<file path="src/rtl/intersection_pkg.sv">
// Shared types and default timing for the intersection scheduler.
// Phase encoding is also the value driven on the debug phase port.
package intersection_pkg;

   typedef enum logic [2:0] {
      NS_GRN = 3'd0,
      NS_YEL = 3'd1,
      CLR_A  = 3'd2,
      EW_GRN = 3'd3,
      EW_YEL = 3'd4,
      CLR_B  = 3'd5,
      WALK   = 3'd6
   } phase_t;

   typedef enum logic {
      DIR_NS = 1'b0,
      DIR_EW = 1'b1
   } dir_t;

   localparam int DEF_MIN_GREEN = 8;
   localparam int DEF_MAX_GREEN = 20;
   localparam int DEF_YELLOW_T  = 3;
   localparam int DEF_CLEAR_T   = 2;
   localparam int DEF_WALK_T    = 6;

endpackage

</file>
<file path="src/rtl/intersection_scheduler_phase_timer.sv">
// Per-phase tick counter: cleared on every phase entry, advanced only on tick,
// and flags the tick cycle on which a phase of length `limit` runs out.
module phase_timer (
   input  logic       clk,
   input  logic       rst,
   input  logic       clear,
   input  logic       tick,
   input  logic [7:0] limit,
   output logic [7:0] count,
   output logic       expired
);

   logic [7:0] count_q;
   logic [7:0] count_d;

   // NOTE: every variable gets a default at the top of always_comb so no path leaves it unassigned (no latch).
   always_comb begin
      count_d = count_q;
      if (clear) begin
         count_d = 8'd0;
      end else if (tick && (count_q != 8'hFF)) begin
         count_d = count_q + 8'd1;
      end
   end

   // NOTE: state updates use <= so every flop samples pre-edge values regardless of block ordering.
   always_ff @(posedge clk) begin
      if (rst) begin
         count_q <= 8'd0;
      end else begin
         count_q <= count_d;
      end
   end

   assign count   = count_q;
   assign expired = tick && (count_q == (limit - 8'd1));

endmodule

</file>
<file path="src/rtl/intersection_scheduler.sv">
// Two-way intersection controller with all-red clearance and an on-demand
// pedestrian walk phase inserted after either clearance.
module intersection_scheduler
   import intersection_pkg::*;
#(
   parameter int MIN_GREEN = DEF_MIN_GREEN,
   parameter int MAX_GREEN = DEF_MAX_GREEN,
   parameter int YELLOW_T  = DEF_YELLOW_T,
   parameter int CLEAR_T   = DEF_CLEAR_T,
   parameter int WALK_T    = DEF_WALK_T
) (
   input  logic       clk,
   input  logic       rst,
   input  logic       tick,
   input  logic       ped_req,
   input  logic       ns_car,
   input  logic       ew_car,
   output logic       ns_red,
   output logic       ns_yellow,
   output logic       ns_green,
   output logic       ew_red,
   output logic       ew_yellow,
   output logic       ew_green,
   output logic       walk,
   output logic       ped_ack,
   output logic [2:0] phase
);

   if (MIN_GREEN < 1 || MIN_GREEN > MAX_GREEN || MAX_GREEN > 255 ||
       YELLOW_T < 1 || YELLOW_T > 255 || CLEAR_T < 1 || CLEAR_T > 255 ||
       WALK_T < 1 || WALK_T > 255) begin : g_bad_params
      $error("intersection_scheduler: illegal duration parameters");
   end

   localparam logic [7:0] MIN_M1  = 8'(MIN_GREEN - 1);
   localparam logic [7:0] MAX_L   = 8'(MAX_GREEN);
   localparam logic [7:0] YEL_L   = 8'(YELLOW_T);
   localparam logic [7:0] CLR_L   = 8'(CLEAR_T);
   localparam logic [7:0] WALK_L  = 8'(WALK_T);

   phase_t     state_q, state_d;
   dir_t       next_dir_q, next_dir_d;
   logic       ped_pending_q, ped_pending_d;
   logic       ped_ack_q, ped_ack_d;

   logic [7:0] limit;
   logic [7:0] count;
   logic       expired;
   logic       clear;
   logic       min_reached;
   logic       enter_walk;

   phase_timer u_timer (
      .clk     (clk),
      .rst     (rst),
      .clear   (clear),
      .tick    (tick),
      .limit   (limit),
      .count   (count),
      .expired (expired)
   );

   always_comb begin
      limit = CLR_L;
      case (state_q)
         NS_GRN, EW_GRN: limit = MAX_L;
         NS_YEL, EW_YEL: limit = YEL_L;
         WALK:           limit = WALK_L;
         default:        limit = CLR_L;
      endcase
   end

   // Early green release needs at least MIN_GREEN ticks already served.
   assign min_reached = (count >= MIN_M1);

   always_comb begin
      state_d    = state_q;
      next_dir_d = next_dir_q;
      case (state_q)
         NS_GRN: begin
            if (expired || (tick && min_reached && (ew_car || ped_pending_q))) begin
               state_d = NS_YEL;
            end
         end
         NS_YEL: if (expired) state_d = CLR_A;
         CLR_A: begin
            if (expired) begin
               state_d    = ped_pending_q ? WALK : EW_GRN;
               next_dir_d = DIR_EW;
            end
         end
         EW_GRN: begin
            if (expired || (tick && min_reached && (ns_car || ped_pending_q))) begin
               state_d = EW_YEL;
            end
         end
         EW_YEL: if (expired) state_d = CLR_B;
         CLR_B: begin
            if (expired) begin
               state_d    = ped_pending_q ? WALK : NS_GRN;
               next_dir_d = DIR_NS;
            end
         end
         WALK: begin
            if (expired) begin
               state_d = (next_dir_q == DIR_EW) ? EW_GRN : NS_GRN;
            end
         end
         default: state_d = CLR_B;
      endcase
   end

   assign clear      = (state_d != state_q);
   assign enter_walk = (state_d == WALK) && (state_q != WALK);

   // A request on the entering-WALK edge is served by that walk, so the clear wins.
   always_comb begin
      ped_pending_d = ped_pending_q;
      if (enter_walk) begin
         ped_pending_d = 1'b0;
      end else if (ped_req && (state_q != WALK)) begin
         ped_pending_d = 1'b1;
      end
      ped_ack_d = enter_walk;
   end

   always_ff @(posedge clk) begin
      if (rst) begin
         state_q       <= CLR_B;
         next_dir_q    <= DIR_NS;
         ped_pending_q <= 1'b0;
         ped_ack_q     <= 1'b0;
      end else begin
         state_q       <= state_d;
         next_dir_q    <= next_dir_d;
         ped_pending_q <= ped_pending_d;
         ped_ack_q     <= ped_ack_d;
      end
   end

   always_comb begin
      ns_red    = 1'b0;
      ns_yellow = 1'b0;
      ns_green  = 1'b0;
      ew_red    = 1'b0;
      ew_yellow = 1'b0;
      ew_green  = 1'b0;
      walk      = 1'b0;
      case (state_q)
         NS_GRN: begin ns_green  = 1'b1; ew_red = 1'b1; end
         NS_YEL: begin ns_yellow = 1'b1; ew_red = 1'b1; end
         EW_GRN: begin ew_green  = 1'b1; ns_red = 1'b1; end
         EW_YEL: begin ew_yellow = 1'b1; ns_red = 1'b1; end
         WALK:   begin ns_red = 1'b1; ew_red = 1'b1; walk = 1'b1; end
         default: begin ns_red = 1'b1; ew_red = 1'b1; end
      endcase
   end

   assign ped_ack = ped_ack_q;
   assign phase   = state_q;

endmodule

</file>
<file path="config.mk">
export PLATFORM = sky130hd
export DESIGN_NAME = intersection_scheduler
export DESIGN_NICKNAME = d
export VERILOG_FILES = /design/src/rtl/intersection_pkg.sv /design/src/rtl/intersection_scheduler_phase_timer.sv /design/src/rtl/intersection_scheduler.sv
export SDC_FILE = /design/constraint.sdc
export NUM_CORES = 1
export LEC_CHECK = 0
export ABC_CLOCK_PERIOD_IN_PS = 2350
export BUFFER_PORTS_ARGS = -buffer_cell sky130_fd_sc_hd__buf_2
export CAP_MARGIN = 5
export CORE_MARGIN = 5
export CORE_UTILIZATION = 50
export CTS_CLUSTER_DIAMETER = 100
export DETAILED_ROUTE_END_ITERATION = 8
export GPL_TIMING_DRIVEN = 0
export PLACE_DENSITY_LB_ADDON = 0.1
export SLEW_MARGIN = 5
export SYNTH_ARGS = -nofsm -noshare
export SYNTH_HDL_FRONTEND = slang
export SYNTH_SLANG_ARGS = --single-unit
</file>
<file path="constraint.sdc">
create_clock -name clk -period 2.35 [get_ports clk]
set_input_delay 0.1175 -clock clk [delete_from_list [all_inputs] [get_ports clk]]
set_output_delay 0.1175 -clock clk [all_outputs]
set_load 0.03 [all_outputs]
</file>
Word-level counts from Yosys, hierarchy flattened
Cells that the tools add are included.
Widths: inputs -> output; s select.

word-level totals
  input bits = 6
  flip-flop bits (word level) = 14
  logic and storage cells = 63

cells by class
  reduce and logical (&&, ||, !) cells = 20
  magnitude comparators = 1
  eq/ne operators = 13
  add/subtract/negate cells = 2
  mux-type cells = 22

operators by type and width
  operator             number
  $mux 3               9
  $pmux 3 s7           1
  $pmux 5 s3           1
  $eq 3x3->1 const B   4
  $reduce_or 2->1      6
  $mux 1               9
  $add 8x1->8 const B  1
  $eq 8x8->1           1
  $ge 8x3->1 const B   1
  $ne 8x8->1 const B   1
  $logic_and 1x1->1    7
  $eq 3x2->1 const B   2
  $sub 5x1->6 const B  1
  $logic_or 1x1->1     4
  $ne 2x2->1 const B   2
  $eq 3x1->1 const B   1
  $logic_not 3->1      1
  $ne 3x3->1           1
  $ne 3x3->1 const B   1
  $reduce_and 3->1     1
  $mux 2               1
  $pmux 1 s2           1
  $reduce_bool 2->1    1

Logic depth before layout (Yosys ltp)
Gate-level depths: netlist (run 1).

  word-level depth = 12
  mapped depth = 8
  gate-level depth less buffers = 7

Modules after synthesis
Synthesis (run 1) repeated with hierarchy kept, for this count alone.

second synthesis, totals
  cell total of the unflattened synthesis = 159
  area total of the unflattened synthesis = 1193.6 um^2

modules (own cells, without submodules)
  module                  area each (um^2)  cells each  instances  sequential area each (um^2)
  phase_timer             683.2             83          1          160.2
  intersection_scheduler  510.5             76          1          120.1

Least setup slack after synthesis (run 1)
No wires, ideal clock.

  path kind = reg-to-reg
  start point = register state_q[0], in the netlist phase[0]
  end point = register u_timer.count_q[0], in the netlist u_timer.count[0]
  setup slack = -88 ps
  period minus slack after synthesis = 2438 ps
  path buffers = 1
  cell stages (with the launch flop) = 8
  data required time = 2286 ps
  arrival time = 2374 ps
  cells stage by stage = dfxtp_1 -> buf_2 -> nor3b_1 -> nor2_1 -> o22ai_2 -> nand2_4 -> mux2_4 -> nor2_1

between the ends
  cells in the longest elaborated chain, start to end = 11

RTL lines
  item                                      line                                                        source
  start, declared                           intersection_scheduler.sv:41                                phase_t state_q, state_d;
  start signal, assigned                    intersection_scheduler.sv:134                               state_q <= state_d;
  $eq 3x3->1, or another cell as far along  intersection_scheduler.sv:65, intersection_scheduler.sv:79
  $reduce_or 2->1                           intersection_scheduler.sv:65                                case (state_q)
  $pmux 5 s3                                intersection_scheduler.sv:65
  $sub 5x1->6                               intersection_scheduler_phase_timer.sv:36                    assign expired = tick && (count_q == (limit - 8'd1));
  $eq 8x8->1                                intersection_scheduler_phase_timer.sv:36
  $logic_and 1x1->1                         intersection_scheduler_phase_timer.sv:36
  $logic_or 1x1->1 (on tied branches)       intersection_scheduler.sv:93, intersection_scheduler.sv:81
  $mux 3 (on tied branches)                 intersection_scheduler.sv:93, intersection_scheduler.sv:81
  $pmux 3 s7                                intersection_scheduler.sv:79                                case (state_q)
  $ne 3x3->1 (*)                            intersection_scheduler.sv:113                               assign clear = (state_d != state_q);
  $reduce_or 2->1 (no source line) (*)      n/a
  end signal, assigned                      intersection_scheduler_phase_timer.sv:31                    count_q <= count_d;
  end, declared                             intersection_scheduler_phase_timer.sv:13                    logic [7:0] count_q;

Mark *: on every way between the ends. The rest lies on a longest branch, timed or not.
A chain may end at the register's enable or synchronous reset.

Worst setup path after layout (run 1)
  start point = register state_q[0], in the netlist phase[0]
  end point = register u_timer.count_q[3], in the netlist u_timer.count[3]

The elaborated chain is that of the path after synthesis.

==> metrics.csv, run 1 <==
stage,metric,value,unit
timing,Setup Viol. Count Final,0,
logic_synthesis,Synth Instances,119,
timing,worst slew pin tran,487,ps
clock_tree,CTS sink count,14,
clock_tree,Post-CTS Setup Inserts,0,
setup_path,CP max stage cell,a311oi_4,
power_and_ir_drop,Peak VDD IR,0.578,mV
setup_path,reg2reg setup slack,260,ps
logic_synthesis,Post-synth top flop,dfxtp_1,
routing,post-DR vias/cell,5.69,
placed_design,RD Place Congestion,0.841,
global_route,vias in the first global route,863,
layout,"Core Util, Final",59.5,%
logic_synthesis,Yosys cell types,44,
timing,Final Skew,2.09,ps
global_route,GRT Residual Overflow,0,
timing,Tcrit/Tclk final,89.1,%
hold_path,Hold Path Sink,ped_ack$_SDFF_PP0_,
floorplan,Rows,16,
floorplan,DIE AREA,2940,um^2
clock_tree,CTS tree,done,
setup_path,Top delay family on crit path,multiplexers,
placed_design,IO buf count,16,
floorplan,Die Span X,54.2,um
layout,antenna diode count,0,
global_route,gr usage total,18.0,%
floorplan,Starting Density,51.4,%
setup_path,WS Path Type,reg2reg,
logic_synthesis,register area share after synthesis,28.7,%
global_route,antenna violations before repair,0,
logic_synthesis,Post-Syn Area,977,um^2
logic_synthesis,syn_area_per_cell,8.21,um^2
run,Max-Cap Viols,0,
hold_path,worst hold path type,in2reg,
setup_path,CP Capture Type,flip-flop,
global_route,first-pass GRT wire length,3.83,mm
logic_synthesis,Syn Nets,126,
floorplan,num ports,17,
logic_synthesis,number of synthesized flops with an enable pin,0,
timing,setup TNS,0,ps
clock_tree,clock root buffer master,clkbuf_4,
logic_synthesis,post-synth top area share,28.7,%
power_and_ir_drop,P_leak,0.460,nW
setup_path,worst path bufs/invs,1,
timing,RSZ-0062 raised after global routing,false,
logic_synthesis,Synth area leader,dfxtp_1,
routing,DRT iter0 DRCs,17,
clock_tree,"CTS clk-pin slew, worst paths",90,ps
logic_synthesis,Yosys warnings,0,
routing,DRC,0,
layout,layout cells sized above 1,26.6,%
layout,area grow syn2layout,15.9,%
timing,Max Slew Vio Count,0,
setup_path,CP Launch Type,flip-flop,
setup_path,r2r endpoint,u_timer.count[3]$_SDFFE_PP0P_,
routing,Final ANT Viol Nets,0,
clock_tree,htree depth,1,
timing,FMAX,478,MHz
placed_design,DPL Wire Length,1.78,mm
clock_tree,clk buf depth,2,
timing,Fin. Hold Viols,0,
setup_path,CP arrival,2320,ps
layout,final instance area,1130,um^2
setup_path,r2r startpoint,phase[0]$_SDFF_PP1_,
setup_path,CP max stage delay,390,ps
clock_tree,hold buffer count at CTS,0,
logic_synthesis,Async SR Flop Fraction,0,%
setup_path,Worst Path Max Fanout,10,
routing,Routed WL,2.34,mm
clock_tree,Skew-Pair Late Insertion Delay,290,ps
floorplan,Core Area,1900,um^2
setup_path,CP Cell Sequence,buf_2 > mux2i_2 > o211ai_2 > a311oi_4 > nand2_4 > mux2_4 > nor2_1,
setup_path,worst r2r path cells,7,
routing,total number of vias,945,
logic_synthesis,Yosys reg bits,14,
logic_synthesis,Synth top cells by count,"dfxtp_1, nor2_1, a21oi_1, nand2_1",
routing,drt pass-1 iters,4,
timing,Slew headroom,67.0,%
layout,Final nets,147,
placed_design,placed cell area,1100,um^2
clock_tree,CTS buffer count,3,
global_route,largest net degree at the start of global routing,11,
setup_path,Crit path depth,7,
outcome,outcome,"finished, final reports clean",
floorplan,Die H,54.2,um
logic_synthesis,Synth area leaders,"dfxtp_1, nor2_1, xnor2_1",
timing,Final Critical Period,2090,ps
hold_path,Hold Crit Depth,2,
power_and_ir_drop,P per Cell Area,992,nW/um^2
routing,DR WL/cell,14.1,um
hold_path,hold path start,rst,
setup_path,Critical Path RT,2580,ps
power_and_ir_drop,Design Power,0.00112,W
area by class of cell:
type                       instances  area, um^2
timing repair buffer              16        80.1
tap                               27        33.8
inverter                           5        18.8
buffer                             7        35.0
fill                             187         769
sequential                        14         280
multi-input combinational         93         648
clock buffer                       4        36.3
layout by cell type, fill, tap and decap left out, types with 2 or more instances in the layout:
cell        n
nor4_1      2
nor2_1     14
a2bb2oi_1   2
o21ai_0     5
a31oi_1     2
inv_1       5
o21bai_1    2
xor2_1      2
nand3_1     4
nand2b_1    4
nor2b_1     2
o211ai_1    3
clkbuf_1    2
a21oi_1     8
xnor2_1     5
nand2_1     8
nand4_1     2
nor3_1      3
buf_2      20
clkbuf_4    3
dfxtp_1    14
nor3b_1     2
worst max-delay path by stage:
stage | from | end
after floorplan | phase[0]$_SDFF_PP1_ | u_timer.count[0]$_SDFFE_PP0P_
after global placement | u_timer.count[0]$_SDFFE_PP0P_ | u_timer.count[3]$_SDFFE_PP0P_
after detailed placement | u_timer.count[0]$_SDFFE_PP0P_ | u_timer.count[3]$_SDFFE_PP0P_
after CTS | u_timer.count[0]$_SDFFE_PP0P_ | u_timer.count[3]$_SDFFE_PP0P_
after global routing | phase[0]$_SDFF_PP1_ | u_timer.count[3]$_SDFFE_PP0P_
final | phase[0]$_SDFF_PP1_ | u_timer.count[3]$_SDFFE_PP0P_
state kept, by name, summed over array words and instances (netlist names):
register       count
u_timer.count      8
next_dir_q         1
phase              3
ped_ack            1
ped_pending_q      1
where the power goes:
| group | internal (W) | switching [W] |
|---|---|---|
| registers | 0.000270 | 0.0000409 |
| logic | 0.000242 | 0.000390 |
| clock network | 0.0000944 | 0.0000863 |
| total | 0.000606 | 0.000517 |
kinds of logic after synthesis:
kind of cell             after synthesis  share of synthesized area (%)
AO/OA/AOI/OAI                         33                           25.9
XOR/XNOR                               7                           6.27
adder cells (fa/ha/maj)                1                           1.28
buffers and inverters                 12                           5.51
flip-flops                            14                           28.7
multiplexers                           4                           5.12
AND/OR/NAND/NOR                       48                           27.3
repair_timing:
action / 4_1_cts / 5_1_grt
endpoints found under the hold margin: 0 / 0
setup endpoints to repair: 0 / 6
gates resized for setup: 0 / 1
worst register-to-register path, stage by stage, from the launching register on:
cell      delay [ps]
dfxtp_1          330
buf_2            200
mux2i_2          330
o211ai_2         130
a311oi_4         390
nand2_4          170
mux2_4           370
nor2_1           110
stage by stage:
| stage | setup slack [ps] | hold slack [ps] | std cells |
|---|---|---|---|
| after floorplan | 262 | 187 | 119 |
| after global placement | 147 | 364 | 162 |
| after detailed placement | 114 | 369 | 162 |
| after CTS | 110 | 58.3 | 166 |
| after global routing | 118 | 73.2 | 166 |
| final | 257 | 63.2 | 166 |
metal layers:
layer | global-route usage (%) | routed length (um)
met2 | 31.7 | 1160
met3 | 2.72 | 133
met5 | 0 | 0
met1 | 21.9 | 1010
met4 | 6.22 | 32
No activity file was read; power rests on OpenSTA's default activity.
==> run 2, diff against run 1 <==
Settings changed: ABC_CLOCK_PERIOD_IN_PS 2350 to 2600, CORE_MARGIN 5 to unset.
Clock period 2.35 ns to 2.6 ns, I/O delays scaled along.
==> run 2 against run 1 <==
- sequential share of layout area rose by 0.17 points
- hold slack got worse by 6.2 ps
- clock skew increased by 8.9 ps
- final area down 0.66%
- via count is 1.1% lower
- largest power group unchanged
- setup slack better by 240 ps
- total power is 10% lower
- count of clock-buffer cells in the layout unchanged
- sequential power decreased by 10%
- critical endpoint is now u_timer.count[6]$_SDFFE_PP0P_
==> metrics.csv, run 2 (synthesis gave the netlist of run 1 again) <==
stage,metric,value,unit
outcome,outcome,"finished, final reports clean",
power_and_ir_drop,Peak VDD IR,0.459,mV
clock_tree,clk buf depth,2,
setup_path,WS Path Type,reg2reg,
timing,worst slew pin tran,605,ps
clock_tree,Post-CTS Setup Inserts,0,
clock_tree,"CTS clk-pin slew, worst paths",90,ps
routing,Routed WL,2.16,mm
floorplan,DIE AREA,2140,um^2
global_route,antenna violations before repair,0,
global_route,largest net degree at the start of global routing,11,
layout,max reg flops,8,
clock_tree,Skew-Pair Late Insertion Delay,290,ps
clock_tree,clock root buffer master,clkbuf_4,
timing,Setup Viol. Count Final,0,
floorplan,Core Area,1780,um^2
setup_path,CP arrival,2290,ps
clock_tree,CTS tree,done,
routing,post-DR vias/cell,5.70,
power_and_ir_drop,switching part of the total,45.9,%
power_and_ir_drop,Clock Power Share,16.1,%
power_and_ir_drop,P per Cell Area,897,nW/um^2
timing,FMAX,475,MHz
routing,total number of vias,935,
power_and_ir_drop,power share of the combinational group,56.1,%
global_route,first-pass GRT wire length,3.31,mm
setup_path,CP Capture Type,flip-flop,
power_and_ir_drop,NetSw,0.000464,W
timing,RSZ-0062 raised after global routing,false,
floorplan,Starting Density,54.8,%
timing,Tcrit/Tclk final,81.0,%
timing,Fin. Hold Viols,0,
power_and_ir_drop,P_leak,0.457,nW
global_route,gr usage total,21.9,%
timing,Final Skew,11.0,ps
clock_tree,hold buffer count at CTS,0,
layout,"commonest non-fill, non-tap cell in the layout",buf_2,
layout,fin cells,164,
clock_tree,htree depth,1,
setup_path,Critical Path RT,2790,ps
timing,Final Critical Period,2110,ps
layout,layout cells sized above 1,25.9,%
global_route,GRT Residual Overflow,0,
clock_tree,CTS sink count,14,
placed_design,RD Place Congestion,0.850,
clock_tree,CTS buffer count,3,
timing,final hold slack,57.0,ps
power_and_ir_drop,cell-internal power,0.000545,W
routing,DRT iter0 DRCs,33,
placed_design,DPL Wire Length,1.61,mm
power_and_ir_drop,Flop pwr share,27.8,%
layout,antenna diode count,0,
routing,drt pass-1 iters,4,
floorplan,Die H,46.2,um
layout,most frequent cells in the layout,"buf_2, nor2_1, dfxtp_1",
timing,setup TNS,0,ps
global_route,vias in the first global route,720,
clock_tree,CTS resizes,0,
run,Max-Cap Viols,0,
placed_design,IO buf count,16,
layout,area grow syn2layout,15.1,%
timing,Slew headroom,59.1,%
setup_path,Worst Path Max Fanout,6,
floorplan,Rows,15,
placed_design,Inst Count DP,160,
timing,Max Slew Vio Count,0,
routing,DR WL/cell,13.2,um
layout,Final nets,147,
floorplan,Die Span X,46.2,um
floorplan,num ports,17,
routing,Final ANT Viol Nets,0,
setup_path,CP Launch Type,flip-flop,
routing,DRC,0,
hold_path,worst hold path type,in2reg,
run 2: worst max-delay path: stages, from the launching register on:
cell and delay, ps:
dfxtp_1 510, ha_1 290, a21oi_1 100, nand2_1 90
nand2_1 70, o311ai_0 570, mux2_4 310, nor2_1 50
run 2: power by group through the flow:
stage	logic, W	registers [W]	clock network [W]
5_1_grt	0.000608	0.000285	0.000174
3_3_place_gp	0.000553	0.000283	0
3_5_place_dp	0.000558	0.000285	0
4_1_cts	0.000561	0.000279	0.000164
6_report	0.000566	0.000280	0.000163
2_1_floorplan	0.000422	0.000308	0
run 2: final timing paths:
path | from | endpoint | slack [ps] | cells after the start
max | u_timer.count[0]$_SDFFE_PP0P_ | u_timer.count[6]$_SDFFE_PP0P_ | 490 | 7
min | rst | next_dir_q$_SDFFE_PP0P_ | 60 | 2
max reg2reg | u_timer.count[0]$_SDFFE_PP0P_ | u_timer.count[6]$_SDFFE_PP0P_ | 490 | 7
min reg2reg | next_dir_q$_SDFFE_PP0P_ | next_dir_q$_SDFFE_PP0P_ | 510 | 2
run 2: cell type report:
cell class	count	area, um^2
Buffer	7	35.0
Inverter	5	18.8
Tap cell	25	31.3
Timing Repair Buffer	16	80.1
Clock buffer	4	36.3
Multi-Input combinational cell	93	643
Fill cell	171	658
Sequential cell	14	280
run 2: layer usage:
layer / GRT usage [%] / wire length (um)
met5: 0 / 0
met4: 10.6 / 40
met3: 2.35 / 157
met2: 29.9 / 874
met1: 33.3 / 1090
run 2: per-stage QoR:
step                      total power, W  worst slack, ps  cell area [um^2]  utilization (%)
after floorplan                 0.000731              162               977                -
after global placement          0.000836              511              1090             61.1
after detailed placement        0.000843              506              1090             61.1
after CTS                        0.00100              491              1120             63.1
after global routing             0.00107              262              1120             63.1
final                            0.00101              494              1120             63.1
